File: src/rtl/limn2600_mem_arbiter_pkg.sv
// Shared types and constants for the Limn2600 on-chip memory arbiter.
package limn2600_mem_pkg;

  localparam int MEM_ADDR_WIDTH = 32;

  typedef enum logic [1:0] {
    IDLE,
    ACCESS,
    WAIT
  } arb_state_t;

  typedef enum logic [1:0] {
    REGION_RAM,
    REGION_NVRAM,
    REGION_ROM
  } mem_region_t;

  // Upper address halfword at which each memory region starts.
  localparam logic [15:0] RAM_BASE   = 16'h0000;
  localparam logic [15:0] NVRAM_BASE = 16'hF800;
  localparam logic [15:0] ROM_BASE   = 16'hFFFE;

  function automatic logic [15:0] region_base(input mem_region_t region);
    case (region)
      REGION_RAM:   region_base = RAM_BASE;
      REGION_NVRAM: region_base = NVRAM_BASE;
      default:      region_base = ROM_BASE;
    endcase
  endfunction

  function automatic logic is_word_aligned(input logic [MEM_ADDR_WIDTH-1:0] addr);
    is_word_aligned = (addr[1:0] == 2'b00);
  endfunction

endpackage

File: src/rtl/limn2600_mem_arbiter_if.sv
// Requester-side and memory-side bus of the arbiter; slave = arbiter view, master = environment view.
interface limn2600_mem_arbiter_if #(
  parameter int DATA_WIDTH = 32,
  parameter int NUM_REQ    = 2
);
  import limn2600_mem_pkg::*;

  logic [NUM_REQ-1:0]                req_valid;
  logic [NUM_REQ-1:0]                req_we;
  logic [NUM_REQ*MEM_ADDR_WIDTH-1:0] req_addr;
  logic [NUM_REQ*DATA_WIDTH-1:0]     req_wdata;
  logic [NUM_REQ-1:0]                req_ready;
  logic [NUM_REQ-1:0]                resp_valid;
  logic                              resp_err;
  logic [DATA_WIDTH-1:0]             resp_rdata;
  logic                              mem_cs;
  logic                              mem_we;
  logic [MEM_ADDR_WIDTH-1:0]         mem_addr;
  logic [DATA_WIDTH-1:0]             mem_wdata;
  logic [DATA_WIDTH-1:0]             mem_rdata;
  logic                              mem_rdy;

  modport slave (
    input  req_valid, req_we, req_addr, req_wdata, mem_rdata, mem_rdy,
    output req_ready, resp_valid, resp_err, resp_rdata,
           mem_cs, mem_we, mem_addr, mem_wdata
  );

  modport master (
    output req_valid, req_we, req_addr, req_wdata, mem_rdata, mem_rdy,
    input  req_ready, resp_valid, resp_err, resp_rdata,
           mem_cs, mem_we, mem_addr, mem_wdata
  );

endinterface

File: src/rtl/limn2600_rr_arbiter.sv
// Combinational round-robin pick: first requester above last_grant, wrapping modulo NUM_REQ.
module limn2600_rr_arbiter #(
  parameter int NUM_REQ = 2,
  parameter int IDX_W   = 1
) (
  input  logic [NUM_REQ-1:0] req,
  input  logic [IDX_W-1:0]   last_grant,
  output logic [NUM_REQ-1:0] grant,
  output logic [IDX_W-1:0]   grant_idx
);

  always_comb begin
    logic             found;
    logic [IDX_W-1:0] cand;
    grant     = '0;
    grant_idx = '0;
    found     = 1'b0;
    cand      = '0;
    // k=NUM_REQ wraps back to last_grant itself, so a lone repeat requester still wins.
    for (int k = 1; k <= NUM_REQ; k++) begin
      cand = IDX_W'((int'(last_grant) + k) % NUM_REQ);
      if (!found && req[cand]) begin
        found       = 1'b1;
        grant[cand] = 1'b1;
        grant_idx   = cand;
      end
    end
  end

endmodule

File: src/rtl/limn2600_mem_arbiter.sv
// Round-robin arbiter sharing one single-ported Limn2600 memory between NUM_REQ requesters.
module limn2600_mem_arbiter
  import limn2600_mem_pkg::*;
#(
  parameter int DATA_WIDTH     = 32,
  parameter int NUM_REQ        = 2,
  parameter int TIMEOUT_CYCLES = 15
) (
  input  logic                  clk,
  input  logic                  rst,
  limn2600_mem_arbiter_if.slave bus
);

  localparam int IDX_W = (NUM_REQ > 2) ? 2 : 1;

  arb_state_t                state_q, state_d;
  logic [7:0]                cnt_q, cnt_d;
  logic [IDX_W-1:0]          last_q, last_d;
  logic [IDX_W-1:0]          gidx_q, gidx_d;
  logic                      cs_q, cs_d;
  logic                      we_q, we_d;
  logic [MEM_ADDR_WIDTH-1:0] addr_q, addr_d;
  logic [DATA_WIDTH-1:0]     wdata_q, wdata_d;
  logic [NUM_REQ-1:0]        resp_valid_q, resp_valid_d;
  logic                      resp_err_q, resp_err_d;
  logic [DATA_WIDTH-1:0]     resp_rdata_q, resp_rdata_d;

  logic [NUM_REQ-1:0]        req_eff;
  logic [NUM_REQ-1:0]        grant_oh;
  logic [IDX_W-1:0]          grant_idx;
  logic [MEM_ADDR_WIDTH-1:0] win_addr;
  logic [DATA_WIDTH-1:0]     win_wdata;
  logic                      win_we;

  // Requests are only visible to the picker in IDLE, and never while reset is held.
  assign req_eff = (state_q == IDLE && !rst) ? bus.req_valid : '0;

  limn2600_rr_arbiter #(
    .NUM_REQ (NUM_REQ),
    .IDX_W   (IDX_W)
  ) u_rr_arbiter (
    .req        (req_eff),
    .last_grant (last_q),
    .grant      (grant_oh),
    .grant_idx  (grant_idx)
  );

  always_comb begin
    win_addr  = '0;
    win_wdata = '0;
    win_we    = 1'b0;
    for (int i = 0; i < NUM_REQ; i++) begin
      if (grant_idx == IDX_W'(i)) begin
        win_addr  = bus.req_addr[i*MEM_ADDR_WIDTH +: MEM_ADDR_WIDTH];
        win_wdata = bus.req_wdata[i*DATA_WIDTH +: DATA_WIDTH];
        win_we    = bus.req_we[i];
      end
    end
  end

  always_comb begin
    state_d      = state_q;
    cnt_d        = cnt_q;
    last_d       = last_q;
    gidx_d       = gidx_q;
    cs_d         = cs_q;
    we_d         = we_q;
    addr_d       = addr_q;
    wdata_d      = wdata_q;
    resp_valid_d = '0;
    resp_err_d   = 1'b0;
    resp_rdata_d = '0;
    case (state_q)
      IDLE: begin
        if (|req_eff) begin
          last_d  = grant_idx;
          gidx_d  = grant_idx;
          we_d    = win_we;
          addr_d  = win_addr;
          wdata_d = win_wdata;
          // Misaligned accesses are answered locally and never reach the memory.
          if (!is_word_aligned(win_addr)) begin
            resp_valid_d = grant_oh;
            resp_err_d   = 1'b1;
          end else begin
            cs_d    = 1'b1;
            state_d = ACCESS;
          end
        end
      end
      ACCESS: begin
        cs_d    = 1'b0;
        cnt_d   = '0;
        state_d = WAIT;
      end
      WAIT: begin
        if (bus.mem_rdy) begin
          resp_valid_d         = '0;
          resp_valid_d[gidx_q] = 1'b1;
          resp_rdata_d         = we_q ? '0 : bus.mem_rdata;
          state_d              = IDLE;
        end else if (cnt_q == 8'(TIMEOUT_CYCLES - 1)) begin
          resp_valid_d         = '0;
          resp_valid_d[gidx_q] = 1'b1;
          resp_err_d           = 1'b1;
          state_d              = IDLE;
        end else begin
          cnt_d = cnt_q + 8'd1;
        end
      end
      default: state_d = IDLE;
    endcase
  end

  always_ff @(posedge clk or posedge rst) begin
    if (rst) begin
      state_q      <= IDLE;
      cnt_q        <= '0;
      last_q       <= IDX_W'(NUM_REQ - 1);
      gidx_q       <= '0;
      cs_q         <= 1'b0;
      we_q         <= 1'b0;
      addr_q       <= '0;
      wdata_q      <= '0;
      resp_valid_q <= '0;
      resp_err_q   <= 1'b0;
      resp_rdata_q <= '0;
    end else begin
      state_q      <= state_d;
      cnt_q        <= cnt_d;
      last_q       <= last_d;
      gidx_q       <= gidx_d;
      cs_q         <= cs_d;
      we_q         <= we_d;
      addr_q       <= addr_d;
      wdata_q      <= wdata_d;
      resp_valid_q <= resp_valid_d;
      resp_err_q   <= resp_err_d;
      resp_rdata_q <= resp_rdata_d;
    end
  end

  assign bus.req_ready  = grant_oh;
  assign bus.resp_valid = resp_valid_q;
  assign bus.resp_err   = resp_err_q;
  assign bus.resp_rdata = resp_rdata_q;
  assign bus.mem_cs     = cs_q;
  assign bus.mem_we     = we_q;
  assign bus.mem_addr   = addr_q;
  assign bus.mem_wdata  = wdata_q;

endmodule

File: src/flat_wrapper.sv
// flat-port wrapper written by rule: the top's interface ports become plain ports
module limn2600_mem_arbiter_flat import limn2600_mem_pkg::*;
#(
  parameter int DATA_WIDTH     = 32,
  parameter int NUM_REQ        = 2,
  parameter int TIMEOUT_CYCLES = 15
)
  (clk, rst, bus_req_valid, bus_req_we, bus_req_addr, bus_req_wdata, bus_mem_rdata, bus_mem_rdy, bus_req_ready, bus_resp_valid, bus_resp_err, bus_resp_rdata, bus_mem_cs, bus_mem_we, bus_mem_addr, bus_mem_wdata);
  limn2600_mem_arbiter_if #(.DATA_WIDTH(DATA_WIDTH), .NUM_REQ(NUM_REQ)) bus_i ();
  input  logic clk;
  input  logic rst;
  input wire logic [$bits(bus_i.req_valid)-1:0] bus_req_valid;
  input wire logic [$bits(bus_i.req_we)-1:0] bus_req_we;
  input wire logic [$bits(bus_i.req_addr)-1:0] bus_req_addr;
  input wire logic [$bits(bus_i.req_wdata)-1:0] bus_req_wdata;
  input wire logic [$bits(bus_i.mem_rdata)-1:0] bus_mem_rdata;
  input wire logic [$bits(bus_i.mem_rdy)-1:0] bus_mem_rdy;
  output wire logic [$bits(bus_i.req_ready)-1:0] bus_req_ready;
  output wire logic [$bits(bus_i.resp_valid)-1:0] bus_resp_valid;
  output wire logic [$bits(bus_i.resp_err)-1:0] bus_resp_err;
  output wire logic [$bits(bus_i.resp_rdata)-1:0] bus_resp_rdata;
  output wire logic [$bits(bus_i.mem_cs)-1:0] bus_mem_cs;
  output wire logic [$bits(bus_i.mem_we)-1:0] bus_mem_we;
  output wire logic [$bits(bus_i.mem_addr)-1:0] bus_mem_addr;
  output wire logic [$bits(bus_i.mem_wdata)-1:0] bus_mem_wdata;
  assign bus_i.req_valid = bus_req_valid;
  assign bus_i.req_we = bus_req_we;
  assign bus_i.req_addr = bus_req_addr;
  assign bus_i.req_wdata = bus_req_wdata;
  assign bus_i.mem_rdata = bus_mem_rdata;
  assign bus_i.mem_rdy = bus_mem_rdy;
  assign bus_req_ready = bus_i.req_ready;
  assign bus_resp_valid = bus_i.resp_valid;
  assign bus_resp_err = bus_i.resp_err;
  assign bus_resp_rdata = bus_i.resp_rdata;
  assign bus_mem_cs = bus_i.mem_cs;
  assign bus_mem_we = bus_i.mem_we;
  assign bus_mem_addr = bus_i.mem_addr;
  assign bus_mem_wdata = bus_i.mem_wdata;
  limn2600_mem_arbiter #(.DATA_WIDTH(DATA_WIDTH), .NUM_REQ(NUM_REQ), .TIMEOUT_CYCLES(TIMEOUT_CYCLES)) u_core (.clk(clk), .rst(rst), .bus(bus_i));
endmodule
File: config.mk
export PLATFORM = sky130hd
export DESIGN_NAME = limn2600_mem_arbiter_flat
export DESIGN_NICKNAME = d
export VERILOG_FILES = /design/src/rtl/limn2600_mem_arbiter_pkg.sv /design/src/rtl/limn2600_mem_arbiter_if.sv /design/src/rtl/limn2600_rr_arbiter.sv /design/src/rtl/limn2600_mem_arbiter.sv /design/src/flat_wrapper.sv
export SDC_FILE = /design/constraint.sdc
export NUM_CORES = 1
export LEC_CHECK = 0
export BUFFER_PORTS_ARGS = -buffer_cell sky130_fd_sc_hd__buf_4
export CAP_MARGIN = 25
export CORE_ASPECT_RATIO = 1.25
export CORE_MARGIN = 10
export CORE_UTILIZATION = 46
export CTS_CLUSTER_SIZE = 40
export DETAILED_ROUTE_END_ITERATION = 6
export GPL_ROUTABILITY_DRIVEN = 0
export PLACE_DENSITY = 0.83
export SLEW_MARGIN = 20
export SYNTH_ARGS = -nofsm -noshare
export SYNTH_HDL_FRONTEND = slang
export SYNTH_SLANG_ARGS = --single-unit
export TNS_END_PERCENT = 100
File: constraint.sdc
create_clock -name clk -period 5.1 [get_ports clk]
set_input_delay 0.765 -clock clk [delete_from_list [all_inputs] [get_ports clk]]
set_output_delay 0.765 -clock clk [all_outputs]
set_load 0.005 [all_outputs]
==> impl_metrics.tcl <==
set metrics [dict create \
    cts_setup_buffers 0 \
    first_pass_iters 5 \
    power_w 0.00315 \
    die_area_mm2 0.0161 \
    synth_seq_cells 113 \
    rows 43 \
    netlist.area_leader.share 0.532 \
    layout-drive-gt1-share 0.443 \
    final-seq-area_mm2 0.00283 \
    drtIter0Drc 409 \
    drc_errors 0 \
    async_flop_share 1.00 \
    finalMaxSlewViolations 0 \
    cts_tree "done" \
    synth.distinct_cells 42 \
    power_switching_w 0.000858 \
    fin_skew_ps 6.24 \
    diodes 0 \
    dp_hpwl_um 13600 \
    status "finished clean" \
    io_pins 270 \
    postRouteAntennaNets 0 \
    route.vias.total 5099 \
    power.static_leakage_nw 3.71 \
    fp.coreArea_mm2 0.0111 \
    cts_inserted_buffers 17 \
    grt_pass1_vias 5364 \
    ys_seq_area_frac 0.537 \
    yosys-top-cells-area "dfrtp_1, a31oi_2, a21oi_1" \
    dr_wl_met2_um 9300 \
    nFillCells 789 \
    path_class "flip-flop to output pin" \
    synthCells 524 \
    fmax_mhz 345 \
    area_delta_synth_final_pct 50.6 \
    top_layer "met4" \
    final_cell_mix "buf_4, dfrtp_1, nand2_1, a21oi_1, o21ai_0" \
    final_common_cell "buf_4" \
    multi_input_area_mm2 0.00218 \
    synth.cell_area_mm2 0.00526 \
    holdPathStages 1 \
    wl_um 18800 \
    avgViaCountPerCell 5.55 \
    cts_resized 0 \
    cts_buffer_depth 2 \
    path_clk_slew_ps 50 \
    initial_utilization 0.473 \
    ir_drop_v 0.000243 \
    worstMarginPinSlew_ps 900 \
    synth.avg_cell_area_um2 10.0 \
    reg2reg_depth 3 \
    setup_tns_ps 0 \
    grt_pass1_wl_um 28800 \
    slew_headroom 0.400 \
    routedWlPerCell_um 20.5 \
    synth_area_leader_cell "dfrtp_1" \
    die_w_um 116 \
    clockPowerShare 0.402 \
    synth_ff_type "dfrtp_1" \
    crit_arrival_ps 2140 \
    crit_required_ps 4340 \
    setup_violations 0 \
    antenna_found_initial 0 \
    cp-end-kind "output pin" \
    period_needed_ps 2900 \
    p_comb_frac 0.232 \
    grt_usage 0.226 \
    die_h_um 140 \
    nets 939 \
    p_per_area_mw_per_mm2 397 \
    wl_met1_um 6670 \
    synth_nets 693 \
    cts_hold_buffers 0 \
    yosys_warnings 0 \
    final_cells 918 \
    portBuffers 269 \
    worstSetupStartpointType "flip-flop" \
    fin_crit_sh 0.569 \
    hp-class "flip-flop to flip-flop" \
    dp_cells 886 \
    wl_met3_um 2470 \
    cts-root-buf "clkbuf_16" \
    overflow 0 \
    rsz0062_at_grt "false" \
    hold_viol_final 0 \
    sequentialPowerShare 0.366 \
    synth_edf_count 0 \
    path_max_fanout 68 \
    cap_violations 0 \
    sw_frac_of_total 0.273 \
    cts_sinks 113 \
    grt_max_degree 74 \
    internal_power_w 0.00229 \
    ctsHtreeMaxLevel 4 \
    clkLatencyLatePin_ps 400 \
]
[area by class of cell]
class / count / area share
Inverter: 5 / 0.00268
Clock buffer: 23 / 0.0616
Multi-Input combinational cell: 357 / 0.275
Timing Repair Buffer: 276 / 0.263
Clock inverter: 9 / 0.0193
Tap cell: 135 / 0.0213
Sequential cell: 113 / 0.357
[routing by layer]
layer | vias up | track usage
li1 | 2356 | -
met1 | 2454 | 0.241
met2 | 262 | 0.374
met3 | 27 | 0.118
met4 | 0 | 0.0752
met5 | - | 0
[cells by family after synthesis]
kind of cell | after synthesis | synth area share
adder cells (fa/ha/maj) | 2 | 0.00475
multiplexers | 7 | 0.0133
buffers and inverters | 54 | 0.0537
AO/OA/AOI/OAI | 212 | 0.261
flip-flops | 113 | 0.537
AND/OR/NAND/NOR | 136 | 0.130
[power groups by stage]
stage | Combinational (W) | Sequential, W | Clock (W)
6_report | 0.000731 | 0.00115 | 0.00127
5_1_grt | 0.000800 | 0.00117 | 0.00133
4_1_cts | 0.000740 | 0.00115 | 0.00129
3_5_place_dp | 0.000737 | 0.00116 | 0
3_3_place_gp | 0.000715 | 0.00115 | 0
2_1_floorplan | 0.000335 | 0.00115 | 0
[stage by stage]
stage          setup WS [ps]  area, µm²  hold slack (ps)   util
3_5_place_dp            2240       7280              473  0.654
5_1_grt                 2050       7930              485  0.712
4_1_cts                 2200       7920              479  0.711
2_1_floorplan           1350       5260              445      -
6_report                2200       7930              489  0.712
3_3_place_gp            2310       7260              469  0.652
[sequential cells by signal, summed over array words and instances (netlist names), 2 cells and up]
signal,cells
u_core.bus.mem_wdata,32
u_core.bus.resp_valid,2
u_core.state_q,2
u_core.cnt_q,8
u_core.bus.resp_rdata,32
u_core.bus.mem_addr,32
[synth_stat cells, drive strengths merged, types with 2 or more instances]
cell	n
nor2	4
nand2b	5
dfrtp	112
a21oi	67
or4	2
nor3b	2
nand2	77
buf	20
mux2i	7
ha	2
o31ai	2
o32ai	2
inv	5
clkbuf	29
and2	34
o21ai	67
nand4b	2
a31oi	65
[path summary, 6_finish.rpt]
kind / end / slack, ps / start
hold / removal: u_core.bus.resp_valid[0] / 490 / u_core.gidx_q
setup reg to reg: u_core.bus.resp_err / 3240 / u_core.last_q
setup / recovery: bus_req_ready[1] / 2200 / u_core.state_q[0]
min in group asynchronous: u_core.bus.resp_rdata[20] / 580 / rst
hold reg to reg: u_core.bus.resp_valid[0] / 490 / u_core.gidx_q
max in group asynchronous: u_core.bus.mem_addr[21] / 3450 / rst
[worst max-delay path: stages, from the launching register on]
cell and delay (ps):
dfrtp_1 460, nor3_4 210, buf_4 610, nand2_1 180, inv_1 130, buf_4 130
(Power assumes the default switching activity.)
